==> config.mk <==
export PLATFORM = sky130hd
export DESIGN_NAME = agc_gain_sequencer
export DESIGN_NICKNAME = d
export VERILOG_FILES = /design/src/rtl/agc_pkg.sv /design/src/rtl/agc_peak_detector.sv /design/src/rtl/agc_gain_sequencer.sv
export SDC_FILE = /design/constraint.sdc
export NUM_CORES = 1
export LEC_CHECK = 0
export CAP_MARGIN = 0
export CORE_MARGIN = 2
export CORE_UTILIZATION = 30
export DETAILED_ROUTE_END_ITERATION = 10
export PLACE_DENSITY = 0.54
export SYNTH_ARGS = -nofsm -noshare
export SYNTH_HDL_FRONTEND = slang
export SYNTH_SLANG_ARGS = --single-unit
==> constraint.sdc <==
create_clock -name clk -period 2.51 [get_ports clk]
set_input_delay 0.6275 -clock clk [delete_from_list [all_inputs] [get_ports clk]]
set_output_delay 0.6275 -clock clk [all_outputs]
set_load 0.01 [all_outputs]
==> src/rtl/agc_pkg.sv <==
// rtl/agc_pkg.sv - shared state encoding and step constants for the AGC gain sequencer
package agc_pkg;

  typedef enum logic [2:0] {
    ST_IDLE,
    ST_WRITE,
    ST_SETTLE,
    ST_MEASURE,
    ST_DECIDE
  } agc_state_t;

  localparam int SLOW_STEP         = 1;
  localparam int FAST_STEP_DEFAULT = 4;

  // Largest positive magnitude representable by a signed sample of data_w bits.
  function automatic int unsigned full_scale(input int unsigned data_w);
    return (32'd1 << (data_w - 32'd1)) - 32'd1;
  endfunction

endpackage

==> src/rtl/agc_peak_detector.sv <==
// rtl/agc_peak_detector.sv - windowed peak magnitude of a signed sample stream
module agc_peak_detector
  import agc_pkg::*;
#(
  parameter int DATA_W   = 14,
  parameter int WIN_LOG2 = 10
) (
  input  logic                     clk,
  input  logic                     rst,
  input  logic                     clear,
  input  logic                     accept,
  input  logic signed [DATA_W-1:0] sample,
  output logic        [DATA_W-2:0] peak,
  output logic                     window_done
);

  localparam logic [DATA_W-2:0] FS = (DATA_W-1)'(full_scale(DATA_W));
  localparam logic signed [DATA_W-1:0] MOST_NEG = {1'b1, {(DATA_W-1){1'b0}}};

  logic [WIN_LOG2:0] count;
  logic [DATA_W-2:0] mag;

  // The most negative code has no positive twin, so it saturates to full scale.
  always_comb begin
    if (sample == MOST_NEG) mag = FS;
    else if (sample[DATA_W-1]) mag = (DATA_W-1)'(-sample);
    else mag = sample[DATA_W-2:0];
  end

  assign window_done = count[WIN_LOG2];

  always_ff @(posedge clk or posedge rst) begin
    if (rst) begin
      count <= '0;
      peak  <= '0;
    end else if (clear) begin
      count <= '0;
      peak  <= '0;
    end else if (accept && !window_done) begin
      count <= count + (WIN_LOG2+1)'(1);
      if (mag > peak) peak <= mag;
    end
  end

endmodule

==> src/rtl/agc_gain_sequencer.sv <==
// rtl/agc_gain_sequencer.sv - closed-loop AGC: measure window peak, step gain, write, settle
module agc_gain_sequencer
  import agc_pkg::*;
#(
  parameter int DATA_W    = 14,
  parameter int GAIN_W    = 6,
  parameter int WIN_LOG2  = 10,
  parameter int SETTLE_W  = 12,
  parameter int FAST_STEP = FAST_STEP_DEFAULT
) (
  input  logic                     clk,
  input  logic                     rst,
  input  logic                     enable,
  input  logic                     sample_valid,
  input  logic signed [DATA_W-1:0] sample,
  input  logic        [DATA_W-2:0] thr_hi,
  input  logic        [DATA_W-2:0] thr_lo,
  input  logic      [SETTLE_W-1:0] settle_cycles,
  input  logic        [GAIN_W-1:0] gain_init,
  input  logic        [GAIN_W-1:0] gain_min,
  input  logic        [GAIN_W-1:0] gain_max,
  output logic        [GAIN_W-1:0] gain_code,
  output logic                     gain_req,
  input  logic                     gain_ack,
  output logic        [DATA_W-2:0] peak,
  output logic                     peak_valid,
  output logic                     locked,
  output logic                     busy
);

  localparam logic [DATA_W-2:0] FS   = (DATA_W-1)'(full_scale(DATA_W));
  localparam logic [GAIN_W:0]   FAST = (GAIN_W+1)'(FAST_STEP);

  agc_state_t          state, next_state;
  logic [SETTLE_W-1:0] settle_cnt;
  logic [DATA_W-2:0]   peak_q;
  logic [DATA_W-2:0]   win_peak;
  logic                window_done;
  logic                clear_win;
  logic [GAIN_W-1:0]   init_clamped;
  logic [GAIN_W-1:0]   gain_next;
  logic                in_band;

  agc_peak_detector #(.DATA_W(DATA_W), .WIN_LOG2(WIN_LOG2)) u_peak (
    .clk         (clk),
    .rst         (rst),
    .clear       (clear_win),
    .accept      (state == ST_MEASURE && sample_valid),
    .sample      (sample),
    .peak        (win_peak),
    .window_done (window_done)
  );

  always_comb begin
    init_clamped = gain_init;
    if (gain_init < gain_min) init_clamped = gain_min;
    else if (gain_init > gain_max) init_clamped = gain_max;
  end

  // A clamp hit leaves gain unchanged without counting as in-band, so locked stays low.
  always_comb begin
    gain_next = gain_code;
    in_band   = 1'b0;
    if (win_peak == FS) begin
      if ({1'b0, gain_code} >= ({1'b0, gain_min} + FAST)) gain_next = gain_code - FAST[GAIN_W-1:0];
      else gain_next = gain_min;
    end else if (win_peak > thr_hi) begin
      if (gain_code > gain_min) gain_next = gain_code - GAIN_W'(SLOW_STEP);
    end else if (win_peak < thr_lo) begin
      if (gain_code < gain_max) gain_next = gain_code + GAIN_W'(SLOW_STEP);
    end else begin
      in_band = 1'b1;
    end
  end

  always_comb begin
    next_state = state;
    case (state)
      ST_IDLE:    if (enable) next_state = ST_WRITE;
      ST_WRITE:   if (gain_ack) next_state = enable ? ST_SETTLE : ST_IDLE;
      ST_SETTLE:  if (!enable) next_state = ST_IDLE;
                  else if (settle_cnt == '0) next_state = ST_MEASURE;
      ST_MEASURE: if (!enable) next_state = ST_IDLE;
                  else if (window_done) next_state = ST_DECIDE;
      ST_DECIDE:  if (!enable) next_state = ST_IDLE;
                  else if (gain_next != gain_code) next_state = ST_WRITE;
                  else next_state = ST_MEASURE;
      default:    next_state = ST_IDLE;
    endcase
  end

  assign clear_win = (next_state == ST_MEASURE) && (state != ST_MEASURE);

  always_ff @(posedge clk or posedge rst) begin
    if (rst) begin
      state      <= ST_IDLE;
      gain_code  <= '0;
      settle_cnt <= '0;
      peak_q     <= '0;
      locked     <= 1'b0;
    end else begin
      state <= next_state;
      case (state)
        ST_IDLE: if (enable) begin
          gain_code <= init_clamped;
          locked    <= 1'b0;
        end
        ST_WRITE:  if (gain_ack) settle_cnt <= settle_cycles;
        ST_SETTLE: if (settle_cnt != '0) settle_cnt <= settle_cnt - SETTLE_W'(1);
        ST_DECIDE: if (enable) begin
          peak_q    <= win_peak;
          gain_code <= gain_next;
          locked    <= in_band;
        end
        default: ;
      endcase
    end
  end

  // The fresh window peak is shown directly during its valid pulse.
  assign peak_valid = (state == ST_DECIDE) && enable;
  assign peak       = peak_valid ? win_peak : peak_q;
  assign gain_req   = (state == ST_WRITE);
  assign busy       = (state != ST_IDLE);

endmodule

==> results.md <==
* Status: finished, violations left
* Failing checks: setup timing
* Max FO, Critical Path at 7
* H-tree depth at 3
* Mapped Nets at 819
* Switching Share at 42.3%
* Nets at 1118
* Worst-Margin Slew at 468 ps
* Die Footprint at 20000 um2
* Seq cells post-synth at 59
* DR WL/cell at 15.8 um
* Fmax at 276 MHz
* CP Data Required Time at 2750 ps
* CTS tree: built
* Initial Util at 30.5%
* Final std cells w/o fill at 1209
* Boundary Pins at 98
* Hold Crit Class: reg -> reg
* Post-DP HPWL at 13.4 mm
* Total power after layout at 9.23 mW
* Cts bufs inserted at 9
* Post-synth top area cell: dfrtp_1
* Commonest cells after routing, fill and taps aside: buf_4 (187), nand2_1 (56), dfrtp_1 (55)
* Final setup viols at 30
* Maximum clock path buffer count at 2
* Post-synth EDFFs at 0
* Slew headroom at 68.5%
* Pleak at 4.41 nW
* Synth warnings at 0
* IO buf count at 97
* Vias per inst at 5.02
* Detailed Route WL at 19.1 mm
* Total gr overflow at 0
* GRT Total Usage at 19.0%
* Yosys cell types at 69
* Pin count of the biggest net entering global routing at 60
* Sequential-to-total area share from yosys stat at 26.1%
* Layout cell share with drive strength beyond 1 at 44.7%
* Antenna Cells at 0
* Starting DRT DRC Count at 322
* First-pass GRT wire length at 30.7 mm
* Clock share of power at 12.7%
* Area Growth Syn to Fin at 72.1%
* Fin. max-slew vios at 0
* Placer congestion estimate at 0.881
* Initial antenna violation count at 0
* Fin. Hold Viols at 0
* Final WS setup at -1110 ps
* Critical Path End Type: flop
* Die width at 141 um
* Vias in the first global route at 6182
* Chip height at 141 um
* Crit share post-route at 144%
* Arrival time worst endpoint at 3860 ps
* Mapped Cells at 671
* Share of the synthesized area in the top cell type at 26.1%
* Placed cell count at 1117
* WS Path Type: in -> reg
* Top post-synthesis cells by area: dfrtp_1 (26%), ha_1 (16%), inv_1 (4.5%)
* Filler instances at 1651
* Fraction of registers with async set/reset at 100%
* Post-synthesis cell area at 5660 um2
* Layout Skew at 12.1 ps
* Seq pwr share at 16.5%
* CTS clk-pin slew, worst paths at 50 ps
* Dpl ws at -1600 ps
* Internal Pwr Total at 5.33 mW
* Most common cell after layout, fill and taps aside: buf_4
* Clk_lat worst skew at 340 ps
* Drc violations at 0
* Antenna-violating nets left at 0
* Combinational Power Share at 70.9%
* NetSw at 3.90 mW
* Clk sinks at 59
* Max VDD drop at 0.704 mV
* PwrDens at 948 nW/um2
* 1st-pass router iterations at 5
* Multi-input logic area at 4650 um2
* Mean area per synthesized cell at 8.43 um2
* Synth Flop Type: dfrtp_1
* Seq. cell area at 1480 um2
* Vias at 6072
* Critical Path Start Type: input port
* Core area at 18600 um2
* Row count at 50
* Clk root buf: clkbuf_16
* RSZ-0062 raised after global routing: true
* Crit path time final at 3620 ps
* # Max-Cap Violations at 0
==> what timing repair did <==
action | 4_1_cts | 5_1_grt
pin swaps | 88 | 53
setup buffers | 54 | 20
hold buffers | 0 | 0
endpoints found under the hold margin | 0 | 0
gates cloned | 6 | 0
gates resized for setup | 299 | 70
endpoints found under the setup margin | 46 | 40
==> flip-flops by register name, indices dropped and copies added, names as in the netlist <==
signal / count
gain_code: 6
locked: 1
peak_q: 13
settle_cnt: 12
state: 3
u_peak.count: 11
u_peak.peak: 13
==> stage by stage <==
step	TNS (ps)	utilization [%]	instance area, um2	hold slack, ps
floorplan	-17660	-	5770	472
global placement	-45260	43.0	8000	478
detailed placement	-45260	43.0	8000	480
CTS	-16740	50.3	9350	465
global route	-20400	52.4	9740	483
finish	-17310	52.4	9740	464
==> worst max-delay path: stages <==
cell	delay, ps
clkdlybuf4s15_1	180
nor2_1	160
nand4_1	150
or3_1	390
or3b_4	380
o211ai_1	140
ha_1	300
nor2b_4	130
o21a_1	180
o21a_1	200
o21ai_2	160
a21oi_2	90
o211a_4	270
buf_12	150
mux2i_2	140
a211oi_2	210
==> cell type report <==
class,instances,area share [%]
Sequential cell,59,15.2
Tap cell,234,3.01
Multi-Input combinational cell,517,47.7
Inverter,69,2.66
Timing Repair Buffer,314,28.5
Clock buffer,9,2.31
Clock inverter,7,0.539
==> cell families (layout without fill, tap and decap cells) <==
logic type	count (synthesis)	count (layout)	share of synthesized area (%)
AND/OR/NAND/NOR	200	200	18.1
XOR/XNOR	27	27	4.44
flip-flops	59	59	26.1
multiplexers	26	26	4.73
adder cells (fa/ha/maj)	73	73	16.1
AO/OA/AOI/OAI	191	191	23.4
buffers and inverters	95	399	7.10
==> Yosys cell counts (3+ instances only) <==
| cell type | n |
|---|---|
| nand2_1 | 64 |
| a211oi_2 | 16 |
| o41ai_1 | 4 |
| nand3b_1 | 4 |
| inv_1 | 68 |
| o22a_1 | 3 |
| a31oi_1 | 6 |
| a21o_1 | 8 |
| nor2_1 | 33 |
| nand2b_1 | 4 |
| o22ai_1 | 7 |
| a21oi_1 | 39 |
| buf_2 | 6 |
| nor3_1 | 19 |
| nor3b_1 | 7 |
| or3_1 | 7 |
| nor4_1 | 5 |
| a211oi_1 | 9 |
| nor2b_1 | 8 |
| dfrtp_1 | 59 |
| o21ai_1 | 8 |
| ha_1 | 73 |
| buf_6 | 4 |
| o221ai_1 | 4 |
| mux2i_1 | 23 |
| o211ai_1 | 4 |
| xor2_1 | 15 |
| nand4_1 | 15 |
| and3_1 | 4 |
| o21a_1 | 13 |
| clkbuf_1 | 14 |
| a22oi_1 | 3 |
| xnor2_1 | 10 |
| nand3_1 | 16 |
| o21ai_0 | 45 |
==> layer usage <==
| metal | wire length [um] | up-vias | track usage (%) |
|---|---|---|---|
| li1 | - | 3050 | - |
| met1 | 8800 | 2857 | 24.7 |
| met2 | 9320 | 142 | 33.1 |
| met3 | 672 | 23 | 2.73 |
| met4 | 290 | 0 | 5.11 |
| met5 | 0 | - | 0 |
==> worst paths after layout <==
check | from | endpoint | depth (start not counted) | slack [ps]
worst max-delay path | sample[4] | u_peak.peak[9] | 16 | -1110
worst min-delay path | peak_q[7] | peak_q[7] | 2 | 460
worst max register to register | u_peak.peak[10] | u_peak.peak[9] | 13 | -350
worst min register to register | peak_q[7] | peak_q[7] | 2 | 460
max in group asynchronous | rst | u_peak.peak[12] | 3 | 1540
min in group asynchronous | rst | settle_cnt[3] | 3 | 670
==> power by group through the flow <==
| stage | Combinational (mW) | Clock, mW | Sequential, mW |
|---|---|---|---|
| after global routing | 7.07 | 1.24 | 1.55 |
| after floorplan | 2.59 | 0 | 1.55 |
| after CTS | 5.96 | 1.20 | 1.50 |
| final | 6.54 | 1.17 | 1.52 |
| after detailed placement | 4.57 | 0 | 1.46 |
| after global placement | 4.56 | 0 | 1.46 |
Power figures use the tool's default switching activity.
